[config.mk]
export PLATFORM = sky130hd
export DESIGN_NAME = div_ctrl
export DESIGN_NICKNAME = d
export VERILOG_FILES = /design/src/rtl/div_ctrl.sv
export SDC_FILE = /design/constraint.sdc
export NUM_CORES = 1
export LEC_CHECK = 0
export CORE_MARGIN = 3
export CORE_UTILIZATION = 60
export DETAILED_ROUTE_END_ITERATION = 7
export DONT_BUFFER_PORTS = 1
export GPL_ROUTABILITY_DRIVEN = 0
export PLACE_DENSITY = 0.81
export SYNTH_ARGS = -nofsm -noshare
export SYNTH_HDL_FRONTEND = slang
export SYNTH_SLANG_ARGS = --single-unit
[constraint.sdc]
create_clock -name clk_in -period 8.7 [get_ports clk_in]
set_input_delay 0 -clock clk_in [delete_from_list [all_inputs] [get_ports clk_in]]
set_output_delay 0 -clock clk_in [all_outputs]
set_load 0.02 [all_outputs]
[src/rtl/div_ctrl.sv]
// Run-time controlled counter divider: valid/ready ratio updates applied on period boundaries.
// Optional `periods` output counter is enabled by defining DIV_CTRL_PERIOD_CNT_EN.
module div_ctrl #(
    parameter int CNT_W       = 16,
    parameter int DEFAULT_DIV = 8
) (
    input  logic             clk_in,
    input  logic             rst,
    input  logic             enable,
    input  logic             cfg_valid,
    input  logic [CNT_W-1:0] cfg_div,
    output logic             cfg_ready,
    output logic             cfg_err,
    output logic             clk_out,
    output logic             flag_out,
`ifdef DIV_CTRL_PERIOD_CNT_EN
    output logic             busy,
    output logic [15:0]      periods
`else
    output logic             busy
`endif
);

    typedef enum logic [1:0] {
        IDLE = 2'd0,
        RUN  = 2'd1,
        STOP = 2'd2
    } state_t;

    state_t           state, state_nxt;
    logic [CNT_W-1:0] cnt, cnt_nxt;
    logic [CNT_W-1:0] ratio, ratio_nxt;
    logic [CNT_W-1:0] pend_div, pend_div_nxt;
    logic             pend_valid, pend_valid_nxt;
    logic             xfer, cfg_legal, wrap;
    logic             clk_nxt, flag_nxt, busy_nxt, err_nxt;

    assign cfg_ready = (state == IDLE) || !pend_valid;

    // Next-state, counter, ratio/pending-slot and output decode; outputs are
    // derived from the post-edge state so they are registered yet aligned.
    always_comb begin
        state_nxt      = state;
        cnt_nxt        = cnt;
        ratio_nxt      = ratio;
        pend_div_nxt   = pend_div;
        pend_valid_nxt = pend_valid;

        xfer      = cfg_valid && cfg_ready;
        cfg_legal = (cfg_div >= CNT_W'(2));
        wrap      = (state != IDLE) && (cnt == (ratio - CNT_W'(1)));

        case (state)
            IDLE: begin
                cnt_nxt = '0;
                if (enable) state_nxt = RUN;
            end
            RUN: begin
                cnt_nxt = wrap ? '0 : cnt + CNT_W'(1);
                if (!enable) state_nxt = STOP;
            end
            STOP: begin
                cnt_nxt = wrap ? '0 : cnt + CNT_W'(1);
                if (wrap) state_nxt = enable ? RUN : IDLE;
            end
            default: begin
                state_nxt = IDLE;
                cnt_nxt   = '0;
            end
        endcase

        // A slot filled in the wrap cycle itself was empty before, so it waits for the next wrap.
        if (wrap && pend_valid) begin
            ratio_nxt      = pend_div;
            pend_valid_nxt = 1'b0;
        end

        if (xfer && cfg_legal) begin
            if (state == IDLE) begin
                ratio_nxt = cfg_div;
            end else begin
                pend_div_nxt   = cfg_div;
                pend_valid_nxt = 1'b1;
            end
        end

        busy_nxt = (state_nxt != IDLE);
        clk_nxt  = busy_nxt && (cnt_nxt < (ratio_nxt >> 1));
        flag_nxt = busy_nxt && (cnt_nxt == '0);
        err_nxt  = xfer && !cfg_legal;
    end

    // State register and all registered outputs.
    always_ff @(posedge clk_in) begin
        if (rst) begin
            state      <= IDLE;
            cnt        <= '0;
            ratio      <= CNT_W'(DEFAULT_DIV);
            pend_div   <= '0;
            pend_valid <= 1'b0;
            clk_out    <= 1'b0;
            flag_out   <= 1'b0;
            cfg_err    <= 1'b0;
            busy       <= 1'b0;
        end else begin
            state      <= state_nxt;
            cnt        <= cnt_nxt;
            ratio      <= ratio_nxt;
            pend_div   <= pend_div_nxt;
            pend_valid <= pend_valid_nxt;
            clk_out    <= clk_nxt;
            flag_out   <= flag_nxt;
            cfg_err    <= err_nxt;
            busy       <= busy_nxt;
        end
    end

`ifdef DIV_CTRL_PERIOD_CNT_EN
    // Saturating count of completed periods.
    always_ff @(posedge clk_in) begin
        if (rst) begin
            periods <= 16'h0000;
        end else if (wrap && (periods != 16'hFFFF)) begin
            periods <= periods + 16'd1;
        end
    end
`endif

endmodule

==> run summary <==
The die is 83.4 um tall. The tree is rooted in a clkbuf_8. The first-pass iteration count of the detailed router is 5. The signal arrival time at the worst endpoint is roughly 5.0 ns. The CTS tree is built.

The first-pass GRT wire length came out at 15200 um. The largest single stage delay on the critical path is 0.53 ns. The setup path with the least slack is of type flip-flop to flip-flop. The floorplan has 27 rows. Yosys printed 0 warnings. The via count of the first global-routing pass is ~3100.

Counting every sink on the clock net gives 55. The number of slew-limit violations in the final report is 0. The wire length per cell after detailed routing is 19.3 um. The run finished, with violations left. The normalized max-slew margin is 29.5%. Once the clock tree was built, the setup fixing pass inserted 0 buffers. Global routing finished with a remaining overflow of 0.

The count of port buffers added during placement came out at 0. Yosys mapped a number of flops with a built-in enable equal to 0. The cell with the largest stage delay on the worst path is or4b_4. The number of failing hold endpoints at the final stage came out at 1. Detailed placement finished with a half-perimeter wire length of 6480 um. In the routed design, unresolved DRC markers number 0. The dominant delay contributor by cell family on the critical path is simple AND/OR/NAND/NOR gates.

The maximum operating frequency came out at between 0.2 and 0.25 GHz. The buffer and inverter count on the worst path is 1. Among all flip-flop cells after synthesis, the most frequent one is dfxtp_1. The initial antenna violation count is 0. The number of cells in the finished layout apart from fillers is approximately 500.

The count of cells resized by post-cts repair came out at 0. The synthesized area came out at 3600 um2. STA classifies the critical path endpoint as a flip-flop. The kind of launch point of the worst setup path is a flip-flop. Clock skew on the completed layout was measured at 0.00739 ns.

The worst setup slack before clock tree synthesis is between 4 and 5 ns. The total negative slack came out at 0 ns. For this design the static power due to leakage is 1.69 nW. Measured along the x axis, the die boundary spans 83.4 um. Setup repair after global routing left no endpoint under its margin.

The share of cells above drive strength 1 came out at between 10% and 20%. The number of register bits inferred by synthesis is 55. The pin count of the biggest net entering global routing is 36. The average instance area after synthesis is 8.97 um2. The number of nets in the final layout is 453. Setup slack on the critical path of the routed design comes to 3.99 ns.

The via count of the routed design came out at roughly 3100. The maximum vdd drop came out at between 0.0001 and 0.00015 V. After synthesis, the netlist uses 60 different library cells. The fraction of the cycle the final worst path needs is roughly 54%. The minimum hold slack came out at -0.00184 ns. The number of setup violations in the final report is 0. The count of pins on the block boundary came out at 25. The number of routed nets with antenna violations came out at 0. The peak fanout along the critical path is 17. The instance count of the mapped netlist is 401. The H-tree generated during clock tree synthesis spans 2 levels. The initial standard-cell utilization of the core came out at between 60% and 70%. Once placement completed, the tool counted placed cells totaling 450.

The critical path goes through inv_1, ha_1, or4b_4, or2_2, o311a_1, o41ai_2, nand4_2, nand2_1, nor2_1, ha_1, a21o_1, a21o_1, a21oi_1, o22ai_1, nor2_1, o21ai_0, a311o_1, a211oi_2. The fraction of registers with async set or reset after synthesis came out at 0%. The core region area is between 5000 and 6000 um2.

The required time at the worst-slack endpoint is 8.95 ns. The final total power is 0.598 mW. The global-route total usage across every layer is 27.0%. The class of the tightest hold or removal check is input pin to flip-flop. The per-cell via count in the routed design came out at 6.33. The worst-skew pair later-pin latency is 0.32 ns. The maximum clock insertion buffer count came out at 2. The library cell used most frequently in the layout, excluding fill and tap cells, is nor2_1. For the pin with the worst max-slew slack, the measured transition is 1.05 ns. The worst path in the final design needs a cycle of 4.71 ns, including I/O delays and setup. The number of diodes added for antenna fixing came out at 0. The number of clock buffers inserted by TritonCTS came out at 5. The starting DRC count in detailed routing came out at 305. The power density of the placed cells is 151 nW/um2. The sum of routed wire length over all layers is 9400 um. The final reports fail on hold timing. The die outline area came out at 6960 um2.

The net count of the mapped netlist came out at 441. The clock slew seen by the registers of the worst setup and hold paths came out at around 0.1 ns. The reported max-cap violation count came out at 0.

The synthesis-to-finish area growth is 10.2%. In the layout the commonest cells are 77 x nor2_1, 55 x dfxtp_1, 27 x dlygate4sd3_1. Of the synthesized area, sequential elements account for 30.6%.
path summary, 6_finish.rpt:
check                   start  slack (ns)          end  cells past startpoint
hold / removal    cfg_div[13]      -0.002      cfg_err                      3
setup / recovery     ratio[0]        3.99      clk_out                     18
setup reg to reg     ratio[0]        3.99      clk_out                     18
hold reg to reg   pend_div[9]        0.51  pend_div[9]                      2
worst reg2reg max path: cells and delay by family (launching register included):
kind	cells	cell delay, ns
adders and majority gates	2	0.55
and+or+nand+nor	6	1.95
buffers and inverters	1	0.08
DFF	1	0.37
AOI/OAI and AO/OA	9	1.69
synth_stat cells (2+ instances only):
library cell | number | area share (%)
nor3_1 | 10 | 1.4
o21a_1 | 2 | 0.42
xnor2_1 | 18 | 4.4
a21oi_1 | 8 | 1.1
nand3_1 | 18 | 2.5
and3_1 | 4 | 0.70
ha_1 | 20 | 7.0
or2_2 | 4 | 0.70
dfxtp_1 | 55 | 31
a21o_1 | 4 | 0.83
or4_1 | 3 | 0.63
mux2i_1 | 24 | 6.7
nand3b_1 | 2 | 0.42
inv_1 | 9 | 0.94
buf_6 | 2 | 0.63
nor2_1 | 77 | 8.0
nor3b_1 | 2 | 0.42
a31oi_1 | 4 | 0.70
clkbuf_1 | 16 | 1.7
a211oi_1 | 2 | 0.42
o22ai_1 | 2 | 0.35
nand4_1 | 7 | 1.2
mux2_4 | 8 | 3.3
buf_2 | 4 | 0.56
o211ai_1 | 2 | 0.42
mux2_2 | 6 | 1.9
mux2i_4 | 8 | 5.0
nand2b_1 | 4 | 0.70
and2_1 | 4 | 0.70
nor4_1 | 9 | 1.6
nand2_1 | 11 | 1.1
xor2_1 | 15 | 3.7
o21ai_0 | 10 | 1.4
stage by stage:
step           cell area, um2  util, %  hold WS [ns]
3_5_place_dp             3580     63.5        0.0773
4_1_cts                  3970     70.3      0.000686
6_report                 3970     70.3      -0.00184
5_1_grt                  3970     70.3        0.0292
2_1_floorplan            3600        -         0.144
3_3_place_gp             3580     63.5        0.0758
sequential cells by signal, summed over array words and instances, names as in the netlist:
signal      flops
cnt            16
pend_div       16
ratio          16
state           2
busy            1
cfg_err         1
clk_out         1
flag_out        1
pend_valid      1
per-layer routing:
metal | wire length, um | global-route usage [%]
met1 | 3750 | 31.5
met4 | 444 | 14.6
met3 | 618 | 5.26
met5 | 0 | 0
met2 | 4580 | 46.3
kinds of logic after synthesis:
kind of cell	Yosys count	share of synthesized area [%]
AND/OR/NAND/NOR	164	23.4
flip-flops	55	30.6
AO/OA/AOI/OAI	50	9.95
multiplexers	46	16.9
XOR/XNOR	33	8.03
buffers and inverters	33	4.10
adder cells (fa/ha/maj)	20	6.96
cell type report:
type / count / area [um2]
multi-input cells: 313 / 2350
well taps: 72 / 90.1
clock inverters: 3 / 25.0
repair buffers: 29 / 298
flip-flops and latches: 55 / 1100
inverters: 9 / 33.8
clock buffers: 5 / 68.8
fillers: 375 / 1680
report_power, final:
part	switching, mW	internal [mW]
Combinational	0.0871	0.0737
Sequential	0.0221	0.267
Clock	0.0896	0.0578
Total	0.199	0.399
timing repair:
item / in CTS / in global routing
hold buffers: 28 / 0
endpoints found under the hold margin: 38 / 0
endpoints found under the setup margin: 0 / 0
Power figures use the tool's default switching activity.
